--- config.mk ---
export PLATFORM = sky130hd
export DESIGN_NAME = yukle_sakla_birimi
export DESIGN_NICKNAME = d
export VERILOG_FILES = /design/src/rtl/yukle_sakla_birimi.sv
export SDC_FILE = /design/constraint.sdc
export NUM_CORES = 1
export LEC_CHECK = 0
export CORE_MARGIN = 4
export CORE_UTILIZATION = 65
export CTS_CLUSTER_SIZE = 28
export DETAILED_ROUTE_END_ITERATION = 8
export DONT_BUFFER_PORTS = 1
export MAX_ROUTING_LAYER = met4
export PLACE_DENSITY = 0.84
export RECOVER_POWER = 100
export SLEW_MARGIN = 20
export SYNTH_ARGS = -nofsm -noshare
export SYNTH_HDL_FRONTEND = slang
export SYNTH_SLANG_ARGS = --single-unit
--- constraint.sdc ---
create_clock -name clk_i -period 6.3 [get_ports clk_i]
set_input_delay 1.89 -clock clk_i [delete_from_list [all_inputs] [get_ports clk_i]]
set_output_delay 1.89 -clock clk_i [all_outputs]
set_load 0.02 [all_outputs]
--- src/rtl/yukle_sakla_birimi.sv ---
// Load/store unit between a core request port and a single-cycle word memory.
// Handles byte/halfword/word accesses, sign extension, read-modify-write stores and misalignment.
module yukle_sakla_birimi (
    input  logic        clk_i,
    input  logic        rst_ni,
    input  logic        istek_i,
    input  logic        yaz_i,
    input  logic [1:0]  boyut_i,
    input  logic        isaretsiz_i,
    input  logic [31:0] adres_i,
    input  logic [31:0] veri_i,
    output logic        hazir_o,
    output logic        gecerli_o,
    output logic        hata_o,
    output logic [31:0] veri_o,
    output logic        bel_wen_o,
    output logic [31:0] bel_adres_o,
    output logic [31:0] bel_veri_o,
    input  logic [31:0] bel_veri_i
);

    typedef enum logic [1:0] {
        BOSTA = 2'b00,
        OKU   = 2'b01,
        YAZ   = 2'b10
    } durum_t;

    durum_t      durum_r, durum_s;
    logic        yaz_r, yaz_s;
    logic [1:0]  boyut_r, boyut_s;
    logic        isaretsiz_r, isaretsiz_s;
    logic [31:0] adres_r, adres_s;
    logic [31:0] veri_r, veri_s;
    logic        gecerli_r, gecerli_s;
    logic        hata_r, hata_s;
    logic [31:0] cikis_r, cikis_s;

    function automatic logic hizasiz(input logic [1:0] boyut, input logic [1:0] ofs);
        logic sonuc;
        case (boyut)
            2'b00:   sonuc = 1'b0;
            2'b01:   sonuc = ofs[0];
            2'b10:   sonuc = (ofs != 2'b00);
            default: sonuc = 1'b1;
        endcase
        return sonuc;
    endfunction

    function automatic logic [31:0] genislet(input logic [31:0] kelime, input logic [1:0] boyut,
                                             input logic isaretsiz, input logic [1:0] ofs);
        logic [31:0] kayik;
        logic [31:0] sonuc;
        kayik = kelime >> {ofs, 3'b000};
        case (boyut)
            2'b00:   sonuc = {{24{~isaretsiz & kayik[7]}}, kayik[7:0]};
            2'b01:   sonuc = {{16{~isaretsiz & kayik[15]}}, kayik[15:0]};
            default: sonuc = kelime;
        endcase
        return sonuc;
    endfunction

    // Only the addressed lanes are replaced; the rest of the word is written back unchanged.
    function automatic logic [31:0] birlestir(input logic [31:0] eski, input logic [31:0] yeni,
                                              input logic [1:0] boyut, input logic [1:0] ofs);
        logic [31:0] maske;
        case (boyut)
            2'b00:   maske = 32'h0000_00FF;
            2'b01:   maske = 32'h0000_FFFF;
            default: maske = 32'hFFFF_FFFF;
        endcase
        maske = maske << {ofs, 3'b000};
        return (eski & ~maske) | ((yeni << {ofs, 3'b000}) & maske);
    endfunction

    // Memory-side outputs follow the state directly so an async reset removes them at once.
    always_comb begin
        hazir_o     = (durum_r == BOSTA);
        bel_wen_o   = (durum_r == YAZ);
        bel_adres_o = 32'h0000_0000;
        bel_veri_o  = 32'h0000_0000;
        if (durum_r != BOSTA) begin
            bel_adres_o = {adres_r[31:2], 2'b00};
        end else begin
            bel_adres_o = 32'h0000_0000;
        end
        if (durum_r == YAZ) begin
            bel_veri_o = birlestir(bel_veri_i, veri_r, boyut_r, adres_r[1:0]);
        end else begin
            bel_veri_o = 32'h0000_0000;
        end
    end

    // Next-state and next-response logic.
    always_comb begin
        durum_s     = durum_r;
        yaz_s       = yaz_r;
        boyut_s     = boyut_r;
        isaretsiz_s = isaretsiz_r;
        adres_s     = adres_r;
        veri_s      = veri_r;
        gecerli_s   = 1'b0;
        hata_s      = 1'b0;
        cikis_s     = 32'h0000_0000;
        case (durum_r)
            BOSTA: begin
                if (istek_i) begin
                    yaz_s       = yaz_i;
                    boyut_s     = boyut_i;
                    isaretsiz_s = isaretsiz_i;
                    adres_s     = adres_i;
                    veri_s      = veri_i;
                    if (hizasiz(boyut_i, adres_i[1:0])) begin
                        gecerli_s = 1'b1;
                        hata_s    = 1'b1;
                    end else if (yaz_i) begin
                        durum_s = YAZ;
                    end else begin
                        durum_s = OKU;
                    end
                end else begin
                    durum_s = BOSTA;
                end
            end
            OKU: begin
                cikis_s   = genislet(bel_veri_i, boyut_r, isaretsiz_r, adres_r[1:0]);
                gecerli_s = 1'b1;
                durum_s   = BOSTA;
            end
            YAZ: begin
                gecerli_s = 1'b1;
                durum_s   = BOSTA;
            end
            default: begin
                durum_s = BOSTA;
            end
        endcase
    end

    // State register.
    always_ff @(posedge clk_i or negedge rst_ni) begin
        if (!rst_ni) begin
            durum_r <= BOSTA;
        end else begin
            durum_r <= durum_s;
        end
    end

    // Request capture and response registers.
    always_ff @(posedge clk_i or negedge rst_ni) begin
        if (!rst_ni) begin
            yaz_r       <= 1'b0;
            boyut_r     <= 2'b00;
            isaretsiz_r <= 1'b0;
            adres_r     <= 32'h0000_0000;
            veri_r      <= 32'h0000_0000;
            gecerli_r   <= 1'b0;
            hata_r      <= 1'b0;
            cikis_r     <= 32'h0000_0000;
        end else begin
            yaz_r       <= yaz_s;
            boyut_r     <= boyut_s;
            isaretsiz_r <= isaretsiz_s;
            adres_r     <= adres_s;
            veri_r      <= veri_s;
            gecerli_r   <= gecerli_s;
            hata_r      <= hata_s;
            cikis_r     <= cikis_s;
        end
    end

    assign gecerli_o = gecerli_r;
    assign hata_o    = hata_r;
    assign veri_o    = cikis_r;

    // The direction flag is kept for visibility; the state already encodes it.
    logic kullanilmayan;
    assign kullanilmayan = yaz_r;

endmodule

* Word level (Yosys, flattened, before mapping) *
Cells that the tools add are included.

storage, ports and cells
  register bits after elaboration = 103
  output and inout bits = 100

operators by class
  equality and inequality tests = 6
  shift-type cells = 3
  muxes and demuxes = 17
  bitwise operators = 7
  reduce and logical (&&, ||, !) cells = 7

operators by type and width
  cell                                                              count
  32-bit two-way mux                                                4
  32-bit case mux with 2 select lines                               2
  32-bit AND                                                        2
  32-bit by 5-bit left shift with 32-bit output                     2
  32-bit NOT                                                        1
  32-bit bitwise OR                                                 1
  32-bit by 5-bit right shift with 16-bit output                    1
  2-bit two-way mux                                                 4
  2-bit by 1-bit == test with 1-bit output (second input constant)  3
  2-bit logical NOT                                                 3
  1-bit two-way mux                                                 5
  2-bit == test (second input constant)                             2
  2-bit nonzero test                                                2
  3-bit != test (second input constant)                             1
  1-bit case mux with 3 select lines                                1
  1-bit AND                                                         2
  1-bit case mux with 2 select lines                                1
  2-bit AND reduction                                               1
  2-bit OR reduction                                                1
  1-bit NOT                                                         1

* Depth between registers and ports, before layout *
  depth after elaboration = 8
  gate-level depth with buffers = 7
  gate-level depth less buffers = 6

* Least setup slack after synthesis *
No wires, ideal clock.

  path kind = in2out
  from = input port bel_veri_i[0]
  to = output port bel_veri_o[0]
  data arrival time = 2.467 ns
  path slack = 1.943 ns
  stages = 2
  path buffers = 0
  path through = o21ai_0 a21boi_0

on the way
  word-level cells in the longest chain between the ends = 3

ends and longest elaborated chain
  element             line  RTL
  start, declared     19    input logic [31:0] bel_veri_i
  32-bit AND          72    return (eski & ~maske) | ((yeni << {ofs, 3'b000}) & maske);
  32-bit bitwise OR   72
  32-bit two-way mux  86    if (durum_r == YAZ) begin
  end, declared       18    output logic [31:0] bel_veri_o,

Every way passes these cells.

* Worst setup path after layout *
  from = register adres_r[1]
  to = output port bel_veri_o[23]

on the way
  word-level cells in the longest chain between the ends = 5
  elaborated cells on any way between the ends = 7

ends and longest elaborated chain
  element                                        line  RTL
  start, declared                                32    logic [31:0] adres_r, adres_s;
  start signal, assigned                         163   adres_r <= adres_s;
  32-bit by 5-bit left shift with 32-bit output  71    maske = maske << {ofs, 3'b000};
  32-bit NOT                                     72
  32-bit AND                                     72
  32-bit bitwise OR (*)                          72
  32-bit two-way mux (*)                         86

Every way passes the cells marked *; elsewhere a longest branch is shown, timed or not.

==> summary.md <==
| Metric | Value |
|---|---|
| CP Max Fanout | 43 |
| Rel. slew slack | -0.517 |
| Switching Share | 0.371 |
| Cts repair resizes | 0 |
| Port buffer count | 0 |
| Lkg Pwr | between 2 and 3 nW |
| RSZ-0062 raised after global routing | false |
| Post-synth EDFFs | 0 |
| Synthesized cell area | 5480 um2 |
| Clk Latency, worst-skew pair | 0.36 ns |
| Bufs on Longest Clock Path | 2 |
| CTS tree | done |
| GRT Total Usage | 0.276 |
| Ys Warns | 0 |
| Fmax | ~200 MHz |
| Outcome | finished, violations left |
| Largest net degree at the start of global routing | 104 |
| Overall power | about 1.9 mW |
| Layout cells sized above 1 | 0.247 |
| Die Y | 99.9 um |
| Post-CTS Setup Bufs | 0 |
| Asr flop ratio synth | 1.00 |
| Top delay family on crit path | flip-flops |
| Netlist cell types | 41 |
| DR iter-0 viols | 197 |
| Failing checks | capacitance limit, slew limit |
| Max cap viols | 3 |
| # diodes | 0 |
| Layout Skew | 0.0168 ns |
| Routed via count | 3648 |
| Critical Path RT | 4.41 ns |
| Worst-path cell chain | a211oi_1, a21oi_2, o211ai_1, o211a_1 |
| Synth area leader | dfrtp_1 |
| CTS root buf | clkbuf_8 |
| Slew @ Worst Pin | around 2.3 ns |
| Crit path capture type | output pin |
| Vias/cell | 6.53 |
| Synth area leaders | dfrtp_1 (47%), mux2_2 (14%), mux2i_1 (10%) |
| IO Pins | 203 |
| R2r endpoint | veri_r[26] |
| Detailed Place HPWL | 9910 um |
| Post-synth top area share | 0.470 |
| RR Startpoint | durum_r[0] |
| RePlAce Congestion | 0.890 |
| Worst reg2reg path depth | 6 |
| Hold WC Path Type | register to register |
| Critical path buffers and inverters | 0 |
| Hold Crit Start | adres_r[2] |
| NumNets Final | 556 |
| Fin. max-slew vios | 123 |
| Final setup vio count | 0 |
| Die area | 9970 um2 |
| Worst-path clk slew | 0.09 ns |
| Worst Path Arrival | 3.18 ns |
| WS Path Type | register to output pin |
| Filler cell count | 624 |
| P&R area growth vs syn | 2.17% |
| Worst vdd ir | around 0.20 mV |
| Routed Antenna Nets | 0 |
| Final TNS setup | 0 ns |
| Switching Power | 0.707 mW |
| Final-report hold violation count | 0 |
| First-pass GRT wire length | 20400 um |
| Routed wire length | 13500 um |
| Std-Cell Rows | 33 |
| Cts hold-fix bufs | 0 |
| #FFs+latches synth | 103 |
| Total grt overflow | 0 |
| Num CTS Buffers | 9 |
| Initial antenna violation count | 0 |
| Area occupied by multi-input gates | 2680 um2 |
| DRC viols | 0 |
| Number of global-route vias before repair | about 3600 |
| Post-synth top flop | dfrtp_1 |
| Hold Crit Endpoint | adres_r[2] |
| CP Launch Type | register |
| Core Region | between 8000 and 9000 um2 |
| CTS H-tree depth | 3 |
| Cell-internal power | 1.20 mW |
| WL/cell | 24.1 um |
| Sequential cell area fraction in the yosys report | 0.470 |
| Final min period | 5.07 ns |
| Clk pwr share | 0.197 |
| FF-to-FF setup slack | 1.62 ns |
| Sequential power share | 0.495 |
| CTS sink cnt | 103 |
| Register Area | 2580 um2 |
| WHS Path Cells | 1 |
| Synth Instances | 472 |
| Syn Area/Cell | 11.6 um2 |
| Part of the cycle the worst path needs | 0.805 |
| PD cells | about 340 nW/um2 |
| Slowest cell on the critical path | dfrtp_1 |
| 1st-pass router iterations | 6 |
| Combinational share of power | 0.308 |
| Die width | 99.9 um |
| Starting density of the core | 0.667 |
| Max stage delay on crit path | 1.58 ns |
logic make-up after synthesis:
| group | Yosys count | synth area share |
|---|---|---|
| simple gates | 93 | 0.0876 |
| compound gates | 105 | 0.155 |
| other cells | 1 | 0.000684 |
| mux | 123 | 0.240 |
| fa+ha+maj | 4 | 0.00913 |
| flops | 103 | 0.470 |
| buf+inv | 43 | 0.0381 |
Yosys cell counts, types with 4 or more instances:
cell type and n:
a221oi_1 6, o211ai_1 8, a21boi_0 8, nand2_1 35
nor2_1 8, mux2_2 67, buf_2 13, inv_1 4
o21ai_0 24, buf_1 8, ha_1 4, mux2i_1 56
a221o_2 7, dfrtp_1 103, clkbuf_1 14, o22ai_1 6
o211a_1 18, nor2b_1 40, a21o_2 16
state kept, by name (all words and copies together) (netlist names):
signal and cells:
gecerli_o 1, boyut_r 2, veri_o 32, hata_o 1
adres_r 32, isaretsiz_r 1, veri_r 32, durum_r 2
power groups by stage:
stage | sequential (mW) | combinational (mW) | clock [mW]
final | 0.943 | 0.587 | 0.376
after global routing | 0.960 | 0.639 | 0.417
after CTS | 0.941 | 0.585 | 0.385
after detailed placement | 0.956 | 0.583 | 0
after global placement | 0.945 | 0.566 | 0
after floorplan | 0.876 | 0.560 | 0
metal layers:
metal  track usage  share of wire  vias to the layer above
met4        0.0903          0.022                        0
met1         0.381           0.42                     1789
met5             -              0                        -
li1              -              -                     1650
met3        0.0771          0.091                       22
met2         0.395           0.47                      187
final cells by class:
type | instances | share of cell area
clock buffers | 11 | 0.0234
clock inverters | 5 | 0.00759
inverters | 4 | 0.00268
multi-input cells | 327 | 0.479
flip-flops and latches | 103 | 0.460
well taps | 105 | 0.0234
repair buffers | 4 | 0.00402
through the flow:
stage / utilization / setup WS (ns) / instances / instance area [um2] / hold WS [ns]
finish: 0.682 / 1.23 / 559 / 5600 / 0.504
global route: 0.682 / 0.986 / 559 / 5600 / 0.516
CTS: 0.686 / 1.40 / 559 / 5640 / 0.508
detailed placement: 0.665 / 1.73 / 543 / 5460 / 0.485
global placement: 0.665 / 1.75 / 543 / 5460 / 0.479
floorplan: - / 1.94 / 473 / 5490 / 0.471
worst max path at each step:
| stage | start | to | depth (start not counted) |
|---|---|---|---|
| 3_3_place_gp | bel_veri_i[0] | bel_veri_o[0] | 2 |
| 5_1_grt | adres_r[1] | bel_veri_o[20] | 4 |
| 3_5_place_dp | bel_veri_i[1] | bel_veri_o[1] | 2 |
| 2_1_floorplan | bel_veri_i[0] | bel_veri_o[0] | 2 |
| 4_1_cts | adres_r[1] | bel_veri_o[23] | 4 |
| 6_report | adres_r[1] | bel_veri_o[23] | 4 |
cells in the final DEF (no fill, tap or decap), drive strengths merged, types with 8 or more instances in the layout:
master  synthesis  routed
clkbuf         14      13
a21o           17      17
nor2b          40      40
o211ai          8       8
o21ai          24      24
mux2i          56      56
nand2          35      35
o211a          18      18
nor2            9       9
mux2           67      67
dfrtp         103     103
a21boi          8       8
Note: power is estimated with default switching activity, not from simulation.
